`src/rtl/cmos_capture.sv`:
```
// Byte-to-RGB565 capture front end for a parallel CMOS sensor, with frame skip and geometry checking.
// Optional build macro CMOS_CAPTURE_BYTESWAP_EN packs pixels as {second byte, first byte}.
module cmos_capture #(
  parameter int FRAME_SKIP = 10,
  parameter int H_ACTIVE   = 480,
  parameter int V_ACTIVE   = 272
) (
  input  logic        cmos_pclk,
  input  logic        rst_n,
  input  logic        cfg_done,
  input  logic        cmos_vsync,
  input  logic        cmos_href,
  input  logic [7:0]  cmos_db,
  output logic [15:0] pdata_o,
  output logic        de_o,
  output logic        frame_start_o,
  output logic        frame_valid_o,
  output logic        geom_err_o
);

  localparam logic [15:0] SKIP_N = 16'(FRAME_SKIP);
  localparam logic [10:0] H_N    = 11'(H_ACTIVE);
  localparam logic [9:0]  V_N    = 10'(V_ACTIVE);

  typedef enum logic [1:0] {WAIT_CFG, SKIP, ARMED, CAPTURE} state_t;

  function automatic logic [15:0] pack_px(input logic [7:0] first_b, input logic [7:0] second_b);
`ifdef CMOS_CAPTURE_BYTESWAP_EN
    return {second_b, first_b};
`else
    return {first_b, second_b};
`endif
  endfunction

  state_t      state_q, state_d;
  logic        cfg_meta_q, cfg_meta_d, cfg_sync_q, cfg_sync_d;
  logic        vs_q, vs_d, vs_prev_q, vs_prev_d;
  logic        hr_q, hr_d, hr_prev_q, hr_prev_d;
  logic [7:0]  db_q, db_d;
  logic [7:0]  byte0_q, byte0_d;
  logic        phase_q, phase_d;
  logic [15:0] skip_cnt_q, skip_cnt_d;
  logic [10:0] pix_cnt_q, pix_cnt_d;
  logic [9:0]  line_cnt_q, line_cnt_d;
  logic [15:0] pdata_q, pdata_d;
  logic        de_q, de_d;
  logic        frame_start_q, frame_start_d;
  logic        frame_valid_q, frame_valid_d;
  logic        geom_err_q, geom_err_d;

  logic vs_rise, vs_fall, hr_rise, hr_fall;
  logic capturing, phase_cur, err_set;

  always_comb begin
    cfg_meta_d    = cfg_done;
    cfg_sync_d    = cfg_meta_q;
    vs_d          = cmos_vsync;
    vs_prev_d     = vs_q;
    hr_d          = cmos_href;
    hr_prev_d     = hr_q;
    db_d          = cmos_db;
    state_d       = state_q;
    skip_cnt_d    = skip_cnt_q;
    byte0_d       = byte0_q;
    phase_d       = phase_q;
    pix_cnt_d     = pix_cnt_q;
    line_cnt_d    = line_cnt_q;
    pdata_d       = pdata_q;
    de_d          = 1'b0;
    frame_start_d = 1'b0;

    vs_rise = vs_q & ~vs_prev_q;
    vs_fall = ~vs_q & vs_prev_q;
    hr_rise = hr_q & ~hr_prev_q;
    hr_fall = ~hr_q & hr_prev_q;

    case (state_q)
      WAIT_CFG: begin
        skip_cnt_d = '0;
        if (cfg_sync_q) state_d = SKIP;
      end
      SKIP: begin
        if (skip_cnt_q >= SKIP_N) begin
          state_d = ARMED;
        end else if (vs_rise) begin
          skip_cnt_d = skip_cnt_q + 16'd1;
          if (skip_cnt_q + 16'd1 >= SKIP_N) state_d = ARMED;
        end
      end
      ARMED: begin
        if (vs_fall) begin
          state_d       = CAPTURE;
          frame_start_d = 1'b1;
        end
      end
      CAPTURE: begin
        if (vs_rise) state_d = ARMED;
      end
      default: state_d = WAIT_CFG;
    endcase

    // Losing sensor configuration aborts everything and forces a fresh skip sequence.
    if (!cfg_sync_q) begin
      state_d       = WAIT_CFG;
      skip_cnt_d    = '0;
      frame_start_d = 1'b0;
    end
    frame_valid_d = (state_d == CAPTURE);

    capturing = (state_q == CAPTURE) && cfg_sync_q;
    phase_cur = hr_rise ? 1'b0 : phase_q;
    if (hr_q) begin
      if (!phase_cur) begin
        byte0_d = db_q;
        phase_d = 1'b1;
      end else begin
        phase_d = 1'b0;
        if (capturing) begin
          de_d    = 1'b1;
          pdata_d = pack_px(byte0_q, db_q);
        end
      end
    end

    if (hr_rise)                        pix_cnt_d = '0;
    else if (de_d && (pix_cnt_q != '1)) pix_cnt_d = pix_cnt_q + 11'd1;

    if (frame_start_d)                                  line_cnt_d = '0;
    else if (hr_fall && capturing && (line_cnt_q != '1)) line_cnt_d = line_cnt_q + 10'd1;

    // A dangling half pixel at line end is a malformed line even if the pixel count matches.
    err_set = capturing && ((hr_fall && ((pix_cnt_q != H_N) || phase_q)) ||
                            (vs_rise && (line_cnt_q != V_N)));
    if (frame_start_d) geom_err_d = 1'b0;
    else if (err_set)  geom_err_d = 1'b1;
    else               geom_err_d = geom_err_q;
  end

  always_ff @(posedge cmos_pclk or negedge rst_n) begin
    if (!rst_n) begin
      state_q       <= WAIT_CFG;
      cfg_meta_q    <= 1'b0;
      cfg_sync_q    <= 1'b0;
      vs_q          <= 1'b0;
      vs_prev_q     <= 1'b0;
      hr_q          <= 1'b0;
      hr_prev_q     <= 1'b0;
      db_q          <= '0;
      byte0_q       <= '0;
      phase_q       <= 1'b0;
      skip_cnt_q    <= '0;
      pix_cnt_q     <= '0;
      line_cnt_q    <= '0;
      pdata_q       <= '0;
      de_q          <= 1'b0;
      frame_start_q <= 1'b0;
      frame_valid_q <= 1'b0;
      geom_err_q    <= 1'b0;
    end else begin
      state_q       <= state_d;
      cfg_meta_q    <= cfg_meta_d;
      cfg_sync_q    <= cfg_sync_d;
      vs_q          <= vs_d;
      vs_prev_q     <= vs_prev_d;
      hr_q          <= hr_d;
      hr_prev_q     <= hr_prev_d;
      db_q          <= db_d;
      byte0_q       <= byte0_d;
      phase_q       <= phase_d;
      skip_cnt_q    <= skip_cnt_d;
      pix_cnt_q     <= pix_cnt_d;
      line_cnt_q    <= line_cnt_d;
      pdata_q       <= pdata_d;
      de_q          <= de_d;
      frame_start_q <= frame_start_d;
      frame_valid_q <= frame_valid_d;
      geom_err_q    <= geom_err_d;
    end
  end

  assign pdata_o       = pdata_q;
  assign de_o          = de_q;
  assign frame_start_o = frame_start_q;
  assign frame_valid_o = frame_valid_q;
  assign geom_err_o    = geom_err_q;

endmodule

```
`config.mk`:
```
export PLATFORM = sky130hd
export DESIGN_NAME = cmos_capture
export DESIGN_NICKNAME = d
export VERILOG_FILES = /design/src/rtl/cmos_capture.sv
export SDC_FILE = /design/constraint.sdc
export NUM_CORES = 1
export LEC_CHECK = 0
export ABC_AREA = 0
export CORE_MARGIN = 8
export CORE_UTILIZATION = 50
export CTS_CLUSTER_DIAMETER = 100
export DETAILED_ROUTE_END_ITERATION = 8
export MAX_ROUTING_LAYER = met4
export PLACE_DENSITY_LB_ADDON = 0.1
export SYNTH_ARGS = -nofsm -noshare
export SYNTH_HDL_FRONTEND = slang
export SYNTH_SLANG_ARGS = --single-unit
```
`constraint.sdc`:
```
create_clock -name cmos_pclk -period 4 [get_ports cmos_pclk]
set_clock_uncertainty 0.05 [all_clocks]
set_input_delay 0.8 -clock cmos_pclk [delete_from_list [all_inputs] [get_ports cmos_pclk]]
set_output_delay 0.8 -clock cmos_pclk [all_outputs]
set_load 0.01 [all_outputs]
```
# --- After elaboration in Yosys (flattened, before gate mapping) ---
# Index checks and enable logic that the tools add are counted.
totals:
  register_bits: 82
  output_inout_bits: 20
  elab_cells: 84
op_classes:
  n_addsub: 3
  n_lt_le_gt_ge: 2
  eq_ne: 11
  muxes: 25
  n_bitwise: 9
  reduce_logical: 16
ops:
  columns: ["operator", "n"]
  rows:
  - ["16-bit two-way mux", 3]
  - ["16-bit by 4-bit >= comparator with 1-bit output, second input constant", 2]
  - ["16-bit case mux with 2 select lines", 1]
  - ["11-bit two-way mux", 2]
  - ["10-bit two-way mux", 2]
  - ["16-bit by 1-bit adder with 16-bit output, second input constant", 1]
  - ["2-bit two-way mux", 6]
  - ["11-bit by 1-bit adder with 11-bit output, second input constant", 1]
  - ["11-bit != test, second input constant", 1]
  - ["11-bit by 9-bit != test with 1-bit output, second input constant", 1]
  - ["10-bit by 1-bit adder with 10-bit output, second input constant", 1]
  - ["1-bit two-way mux", 10]
  - ["10-bit != test, second input constant", 1]
  - ["10-bit by 9-bit != test with 1-bit output, second input constant", 1]
  - ["2-bit case mux with 4 select lines", 1]
  - ["1-bit logical AND", 7]
  - ["2-bit equality test, second input constant", 3]
  - ["3-bit != test, second input constant", 2]
  - ["3-bit AND reduction", 2]
  - ["2-bit nonzero test", 3]
  - ["1-bit NOT", 5]
  - ["1-bit bitwise AND", 4]
  - ["3-bit by 1-bit != test with 1-bit output, second input constant", 1]
  - ["2-bit by 1-bit equality test with 1-bit output, second input constant", 1]
  - ["3 further kinds", 4]

# --- Depth between registers and ports, before layout ---
# Gate-level depths: netlist (run 1).
depth:
  depth_word: 8
  depth_mapped: 8

# --- Worst setup path before layout (run 1) ---
# OpenSTA, ideal clock, no wires.
synth_timing:
  kind: "register to register"
  startpoint: "register skip_cnt_q[0]"
  endpoint: "register skip_cnt_q[3]"
  setup_ns: 0.082
  t_arrival_ns: 1.682
  required_time_ns: 3.868
  setup_slack_ns: 2.187
  stages_incl_launch_ff: 8
  n_path_buf: 0
  synth_period_minus_slack_ns: 1.813
  path_cell_list: "dfrtp_1 > inv_1 > ha_1 > o31ai_1 > and3_1 > nand4_2 > or3_4 > o22ai_2"
synth_between:
  elab_chain_cells: 5
  word_cells_on_any_way: 8
  cone_classes: "add/sub (1); order compare (1); eq/ne (1); mux (4); reduce/logical (1)"
synth_lines:
  columns: ["item", "line_no", "source"]
  rows:
  - ["from (decl)", "42", "logic [15:0] skip_cnt_q, skip_cnt_d;"]
  - ["from (signal assigned)", "170", "skip_cnt_q <= skip_cnt_d;"]
  - ["16-bit by 1-bit adder with 16-bit output", "86", "skip_cnt_d = skip_cnt_q + 16'd1;"]
  - ["16-bit two-way mux", "85", "end else if (vs_rise) begin"]
  - ["16-bit two-way mux", "83", "if (skip_cnt_q >= SKIP_N) begin"]
  - ["16-bit case mux with 2 select lines", "77", "case (state_q)"]
  - ["16-bit two-way mux", "103", "if (!cfg_sync_q) begin"]
# Several ways; a longest one is shown, not always the timed one. The select of a mux whose other input is x is not followed.
# A chain may end at the register's enable or synchronous reset.

# --- Final worst setup path (run 1) ---
layout_timing:
  startpoint: "register state_q[0]"
  endpoint: "register pix_cnt_q[6]"
layout_between:
  elab_chain_cells: 7
layout_lines:
  columns: ["item", "line_no", "source"]
  rows:
  - ["from (decl)", "35", "state_t state_q, state_d;"]
  - ["from (signal assigned)", "160", "state_q <= state_d;"]
  - ["2-bit equality test", "110", "capturing = (state_q == CAPTURE) && cfg_sync_q;"]
  - ["1-bit logical AND", "110", null]
  - ["1-bit two-way mux", "118", "if (capturing) begin"]
  - ["1-bit two-way mux", "113", "if (!phase_cur) begin"]
  - ["1-bit two-way mux", "112", "if (hr_q) begin"]
  - ["1-bit logical AND", "126", "else if (de_d && (pix_cnt_q != '1)) pix_cnt_d = pix_cnt_q + 11'd1;"]
  - ["2-bit nonzero test (no source line)", null, null]
  - ["to (signal assigned)", "171", "pix_cnt_q <= pix_cnt_d;"]
  - ["to (decl)", "43", "logic [10:0] pix_cnt_q, pix_cnt_d;"]
# No other way between the ends.

==> results of run 1 <==
## critical path, cell delays in order, from the launching register on
cell and delay, ps:
dfrtp_1 470, nand3_2 180, nor2_2 890, nand4_1 210, xor2_1 190, nor2_1 60
## cells by family after synthesis
group,Yosys count,synth area share [%]
AND/OR/NAND/NOR,110,17.7
buffers and inverters,16,1.96
flip-flops,82,59.7
multiplexers,25,8.15
XOR/XNOR,15,3.82
adder cells (fa/ha/maj),8,2.84
AO/OA/AOI/OAI,28,5.82
## metrics by stage
step,total power [uW],std cells,setup WS [ps],utilization (%)
after floorplan,910,284,2190,-
after global placement,946,392,1870,57.2
after detailed placement,949,392,1830,57.2
after CTS,1680,408,1790,60.9
after global routing,1720,408,1600,60.9
final,1650,408,1820,60.9
## sequential cells by signal, indices dropped and copies added, names as in the netlist
signal and count:
vs_prev_q 1, state_q 2, hr_prev_q 1, cfg_sync_q 1, skip_cnt_q 16, frame_start_o 1, db_q 8, de_o 1
byte0_q 8, frame_valid_o 1, cfg_meta_q 1, pix_cnt_q 11, line_cnt_q 10, hr_prev_d 1, phase_q 1, vs_prev_d 1
pdata_o 16, geom_err_o 1
## routing by layer
metal | wire length (um) | up-vias | global-route usage (%)
li1 | - | 1077 | -
met1 | 3010 | 1092 | 17.6
met2 | 2850 | 39 | 19.8
met3 | 244 | 8 | 5.07
met4 | 90 | 0 | 4.96
met5 | 0 | - | -
## cell usage in the layout, fill, tap and decap left out, types with 9 or more instances in the layout
cell type,count
dfrtp_1,82
clkdlybuf4s50_1,31
nor2_1,26
mux2_2,24
nand2_1,16
nand3_1,12
and2_1,12
inv_1,11
clkbuf_8,10
nor3_1,9
xor2_1,9
## worst max path at each step
stage,slack (ps),startpoint,to,depth (start not counted)
floorplan,2190,skip_cnt_q[0],skip_cnt_q[3],7
global placement,1870,state_q[1],pix_cnt_q[8],5
detailed placement,1830,state_q[0],pix_cnt_q[6],5
CTS,1790,state_q[0],pix_cnt_q[8],5
global route,1600,state_q[0],pix_cnt_q[8],5
finish,1820,state_q[0],pix_cnt_q[6],5
## final cells by class
type | instances | share of cell area, %
clock inverter | 6 | 2.78
multi-input combinational | 186 | 32.3
clock buffer | 10 | 3.36
inverter | 11 | 1.01
tap | 80 | 2.45
timing repair buffer | 33 | 7.95
sequential | 82 | 50.2
## where the power goes
part	total, uW	switching (uW)	internal [uW]	leakage, uW
registers	867	15.4	851	0.00109
clock network	724	292	432	0.000119
logic	63.6	34.1	29.5	0.000600
total	1650	341	1310	0.00181
==> flow_metrics.tcl, run 1 <==
set metrics [dict create \
    status "finished, final reports clean" \
    synth.distinct_cells 44 \
    drc 0 \
    final_cell_area_um2 4090 \
    rsz0062_at_grt "false" \
    cts_tree "done" \
    num_rows 30 \
    vias_per_cell 5.43 \
    setup_viol 0 \
    period_share_pct 54.5 \
    drtPass1Iterations 4 \
    reg2reg_slack_ps 1820 \
    design.core.area_um2 6720 \
    post-cts-setup-buffers 0 \
    maxSlewHeadroom_pct 26.3 \
    drv_cap 0 \
    hold_path_class "reg -> reg" \
    synth_area_leaders "dfrtp_1 60%, mux2_2 7.9%, nor2_1 2.9%" \
    area_delta_synth_final_pct 19.0 \
    reg2reg_from "state_q[0]" \
    worstPathArrival_ps 2340 \
    grt_max_degree 83 \
    ios 33 \
    track_usage_pct 13.8 \
    netlist_area_um2 3440 \
    wire_per_inst_um 15.2 \
    cts-root-buf "clkbuf_8" \
    r2r-end "pix_cnt_q[6]" \
    cts-buffers-inserted 9 \
    fin_tns_setup_ps 0 \
    drtIter0Drc 79 \
    cp-end-kind "flop" \
    wirelength_mm 6.20 \
    hp-start "cfg_meta_q" \
    synthCells 284 \
    clock-sinks 82 \
    p_leak_uw 0.00181 \
    syn-num-nets 304 \
    post_cts_resized 0 \
    syn_area_per_cell_um2 12.1 \
    diodes 0 \
    worstRegToRegCells 5 \
    yosysMostFrequentCell "dfrtp_1" \
    vdd_drop_max_mv 0.233 \
    power_density_nw_per_um2 404 \
    synth_top_cell_by_area "dfrtp_1" \
    cts.hold.buffers_added 0 \
    path_class "reg -> reg" \
    finalHoldViolations 0 \
    hpwl_mm 3.92 \
    antenna_found_initial 0 \
    ff_latch_area_um2 2050 \
    period_minus_slack_ps 2180 \
    hold_end "cfg_sync_q" \
    place_area_um2 3840 \
    gp_congestion 0.792 \
    synth_edf_count 0 \
    finalMaxSlewViolations 0 \
    nets 343 \
    crit_required_ps 4160 \
    cts.path.max_buffers 2 \
    dieArea_um2 9790 \
    port_buffers 32 \
    drive_gt1_share_pct 16.5 \
    htreeDepth 3 \
    max_freq_ghz 0.459 \
    die_w_um 98.9 \
    clk_pin_slew_ps 80 \
    whs_ps 346 \
    multi_input_comb_area_um2 1320 \
    ant_nets 0 \
    initial_core_util_pct 51.2 \
    synth_top_area_share_pct 59.7 \
    yosys_warnings 0 \
    grt_pass1_vias 2243 \
    cp-start-kind "flop" \
    die_h_um 98.9 \
    gr-total-overflow 0 \
    worst_slew_pin_slew_ps 1110 \
    dr_total_vias 2216 \
    ys_ff_latch 82 \
    synth_seq_area_share_pct 59.7 \
    ys.flop_type "dfrtp_1" \
    whs_path_depth 0 \
    insertion_delay_ps 340 \
    fillCellCount 540 \
    grt_pass1_wl_mm 10.5 \
    cp_max_fo 24 \
    synth_commonest_cells "82 x dfrtp_1, 27 x nor2_1, 24 x mux2_2" \
    synthArstFlopShare_pct 100 \
]
(Power assumes the default switching activity.)
==> run 2, diff against run 1 <==
- clock period: 4 -> 2 ns (I/O delays scaled with it)
==> run 2 against run 1 <==
- setup slack worse by 1700 ps
- die area stayed put
- critical endpoint is now line_cnt_q[2]
- clock power is 67% higher
- sequential share of layout area is 0.65 points lower
- core utilization is 0.88 points higher
- power is 86% higher
- routed wire length is 4.3% lower
- first-iteration DRC count is 44% lower
==> flow_metrics.tcl, run 2 (synthesis gave the netlist of run 1 again) <==
set metrics [dict create \
    cp-end-kind "flop" \
    cts-buffers-inserted 9 \
    ant_nets 0 \
    hpwl_mm 4.09 \
    clk_pin_slew_ps 80 \
    antenna_found_initial 0 \
    fin_tns_setup_ps 0 \
    mostFrequentLayoutCell "dfrtp_1" \
    status "finished, final reports clean" \
    whs_path_depth 0 \
    insertion_delay_ps 350 \
    vdd_drop_max_mv 0.387 \
    cp-start-kind "flop" \
    finalMaxSlewViolations 0 \
    rsz0062_at_grt "false" \
    track_usage_pct 13.8 \
    max_freq_ghz 0.527 \
    die_h_um 98.9 \
    initial_core_util_pct 51.2 \
    dieArea_um2 9790 \
    wire_per_inst_um 14.2 \
    finalNonFillerCells 417 \
    cp.depth 5 \
    fin_util_pct 61.8 \
    vias_per_cell 5.30 \
    grt_max_degree 40 \
    power_density_nw_per_um2 742 \
    p_leak_uw 0.00183 \
    drc 0 \
    place_area_um2 3920 \
    drtPass1Iterations 4 \
    setup_viol 0 \
    ios 33 \
    cts.path.max_buffers 2 \
    cpLargestDelayFamily "simple AND/OR/NAND/NOR gates" \
    cp_slowest_cell "dfrtp_1" \
    gr-total-overflow 0 \
    period_minus_slack_ps 1900 \
    crit_chain "ha_1 -> nand2_1 -> or3_4 -> o21a_1 -> a311oi_1" \
    crit_required_ps 2210 \
    cts-root-buf "clkbuf_8" \
    cts_tree "done" \
    worst_slew_pin_slew_ps 565 \
    maxSlewHeadroom_pct 62.3 \
    cpPeakStageDelay_ps 420 \
    worstRegToRegCells 5 \
    clock-sinks 82 \
    htreeDepth 3 \
    worstPathArrival_ps 2100 \
    drtIter0Drc 44 \
    drive_gt1_share_pct 19.3 \
    post-place-cells 399 \
    grt_pass1_vias 2288 \
    die_w_um 98.9 \
    wirelength_mm 5.93 \
    grt_pass1_wl_mm 10.5 \
    final_cell_area_um2 4150 \
    cp_max_fo 5 \
    area_delta_synth_final_pct 20.7 \
    port_buffers 32 \
    num_rows 30 \
    worst-path-buf-inv 0 \
    nets 352 \
    hold_path_class "reg -> reg" \
    fillCellCount 561 \
    design.core.area_um2 6720 \
    drv_cap 0 \
    final_cell_mix "80 x dfrtp_1, 31 x clkdlybuf4s50_1, 26 x nor2_1" \
    diodes 0 \
    period_share_pct 94.9 \
    dr_total_vias 2211 \
    gp_congestion 0.826 \
    path_class "reg -> reg" \
    finalHoldViolations 0 \
]
==> run 2: cell count changes in the layout (fill, tap and decap cells not counted), moves of 2 or more <==
| cell | previous run | this run |
|---|---|---|
| dfrtp_1 | 82 | 80 |
| buf_12 | 0 | 2 |
| bufinv_16 | 3 | 1 |
| dfrtp_2 | 0 | 2 |
| buf_4 | 2 | 8 |
==> run 2: report_power, final <==
| part | internal [uW] | switching, uW |
|---|---|---|
| sequential | 1700 | 29.5 |
| clock | 594 | 614 |
| combinational | 69.1 | 70.3 |
==> run 2: routing by layer <==
metal / global-route usage (%) / vias up / wire length [um]
li1: - / 1096 / -
met1: 16.7 / 1078 / 2940
met2: 21.1 / 33 / 2700
met3: 5.43 / 4 / 218
met4: 3.19 / 0 / 65
met5: - / - / 0
==> run 2: final cells by class <==
cell class              instances  area (um2)  area share [%]
clock buffers                  10         128            3.08
clock inverters                 6        75.1            1.81
inverters                      11        41.3           0.995
multi-input cells             186        1330            32.1
flip-flops and latches         82        2050            49.5
well taps                      80         100            2.41
repair buffers                 42         420            10.1
==> run 2: what timing repair did <==
| action | in CTS | in global routing |
|---|---|---|
| setup endpoints to repair | 1 | 4 |
| hold buffers | 1 | 0 |
| setup buffers | 0 | 1 |
| gates resized for setup | 1 | 3 |
| pin swaps | 0 | 1 |
| endpoints found under the hold margin | 26 | 0 |
==> run 2: metrics by stage <==
step	setup WS (ps)	power, uW	hold slack, ps
6_report	102	3080	315
5_1_grt	8.11	3230	330
4_1_cts	48.8	3140	316
3_5_place_dp	33.6	1910	287
3_3_place_gp	84.0	1900	295
2_1_floorplan	187	1820	54.4
==> run 2: worst paths after layout <==
check                         startpoint            end  slack, ps
min                           cfg_meta_q     cfg_sync_q        310
max                        line_cnt_q[0]  line_cnt_q[2]        100
max in group asynchronous          rst_n  skip_cnt_q[6]        870
min reg2reg                   cfg_meta_q     cfg_sync_q        310
max reg2reg                line_cnt_q[0]  line_cnt_q[2]        100
min in group asynchronous          rst_n  skip_cnt_q[2]        460
==> run 3, diff against run 2 <==
- PLACE_DENSITY: not set -> 0.79
- PLACE_DENSITY_LB_ADDON: 0.1 -> not set
==> run 3 against run 2 <==
- routed wire length is 9.1% higher
- global-route usage grew 1.1 points
- non-clock buffer count grew 1
- core utilization up 0.24 points
- die area is the same
- first-iteration DRC count up 39%
- critical path depth increased by 1
- power increased by 2.8%
- combinational power is 3% higher
==> flow_metrics.tcl, run 3 (synthesis gave the netlist of run 1 again) <==
set metrics [dict create \
    status "finished, final reports clean" \
    fin_ws_ps 133 \
    antenna_found_initial 0 \
    setup_viol 0 \
    ios 33 \
    drtIter0Drc 61 \
    clock-sinks 82 \
    finalHoldViolations 0 \
    r2r-end "skip_cnt_q[3]" \
    hp-start "cfg_meta_q" \
    max_freq_ghz 0.536 \
    design.core.area_um2 6720 \
    drc 0 \
    drv_cap 0 \
    period_share_pct 93.3 \
    gr-total-overflow 0 \
    cp-end-kind "flop" \
    initial_core_util_pct 51.2 \
    cts-buffers-inserted 9 \
    p_total_uw 3170 \
    ant_nets 0 \
    nets 353 \
    dieArea_um2 9790 \
    cts_tree "done" \
    mostFrequentLayoutCell "dfrtp_1" \
    path_class "reg -> reg" \
    vias_per_cell 5.46 \
    area_delta_synth_final_pct 21.2 \
    diodes 0 \
    period_minus_slack_ps 1870 \
    port_buffers 32 \
    finalMaxSlewViolations 0 \
    die_w_um 98.9 \
    worstPathArrival_ps 2100 \
    grt_pass1_vias 2454 \
    hpwl_mm 4.50 \
    vdd_drop_max_mv 0.522 \
    grt_max_degree 41 \
    wire_per_inst_um 15.5 \
    p_leak_uw 0.00184 \
    maxSlewHeadroom_pct 60.6 \
    critPathLaunch "skip_cnt_q[1]" \
    track_usage_pct 14.8 \
    power_density_nw_per_um2 760 \
    pre_cts_ws_ps 105 \
    cts.path.max_buffers 2 \
    crit_required_ps 2240 \
    hold_path_class "reg -> reg" \
    final_cell_mix "80 x dfrtp_1, 31 x clkdlybuf4s50_1, 26 x nor2_1" \
    htreeDepth 3 \
    fin_tns_setup_ps 0 \
    fillCellCount 499 \
    grt_pass1_wl_mm 11.3 \
    clk_pin_slew_ps 90 \
    wirelength_mm 6.47 \
    cp_max_fo 7 \
    worstRegToRegCells 6 \
    whs_path_depth 0 \
    num_rows 30 \
    drtPass1Iterations 4 \
    dr_total_vias 2282 \
    die_h_um 98.9 \
    cp-start-kind "flop" \
    reg2reg_slack_ps 130 \
    gp_congestion 0.856 \
    rsz0062_at_grt "false" \
    whs_ps 321 \
    insertion_delay_ps 360 \
    reg2reg_from "skip_cnt_q[1]" \
    worst_slew_pin_slew_ps 589 \
    drive_gt1_share_pct 19.8 \
    hold_end "cfg_sync_q" \
    cts-root-buf "clkbuf_8" \
]
## run 3: how the worst max path moves through the flow
stage | cells past startpoint | end
final | 6 | skip_cnt_q[3]
after global routing | 7 | skip_cnt_q[2]
after CTS | 5 | line_cnt_q[2]
after detailed placement | 5 | line_cnt_q[2]
after global placement | 6 | skip_cnt_q[3]
after floorplan | 7 | skip_cnt_q[3]
## run 3: stage by stage
stage / area, um2 / cells / util, %
finish: 4170 / 418 / 62.0
global route: 4170 / 418 / 62.0
CTS: 4160 / 418 / 61.9
detailed placement: 3930 / 401 / 58.5
global placement: 3930 / 401 / 58.5
floorplan: 3440 / 284 / -
## run 3: metal layers
layer	track usage, %	vias to the layer above	share of wire, %
li1	-	1096	-
met1	16.8	1137	46
met2	22.7	41	47
met3	6.91	8	5.9
met4	5.08	0	1.6
met5	-	-	0
## run 3: cell type report
| cell class | instances | area (um2) | share of cell area, % |
|---|---|---|---|
| Inverter | 11 | 41.3 | 0.991 |
| Sequential cell | 82 | 2050 | 49.3 |
| Multi-Input combinational cell | 186 | 1330 | 31.9 |
| Clock inverter | 7 | 90.1 | 2.16 |
| Tap cell | 80 | 100 | 2.40 |
| Clock buffer | 9 | 124 | 2.97 |
| Timing Repair Buffer | 43 | 428 | 10.3 |
## run 3: worst max-delay path, stage by stage, from the launching register on
cell     delay (ps)
dfrtp_2         460
ha_1            200
o31ai_2         210
and3_1          230
nand4_2         140
or3_4           400
o22ai_2         110
## run 3: repair_timing
item | 4_1_cts | 5_1_grt
setup endpoints to repair | 0 | 6
resized for setup | 0 | 4
hold buffers | 1 | 0
endpoints found under the hold margin | 38 | 0
buffers inserted | 0 | 0
## run 3: power by group
part / internal, uW / switching, uW
combinational: 70.3 / 72.3
clock: 616 / 674
sequential: 1700 / 30.0
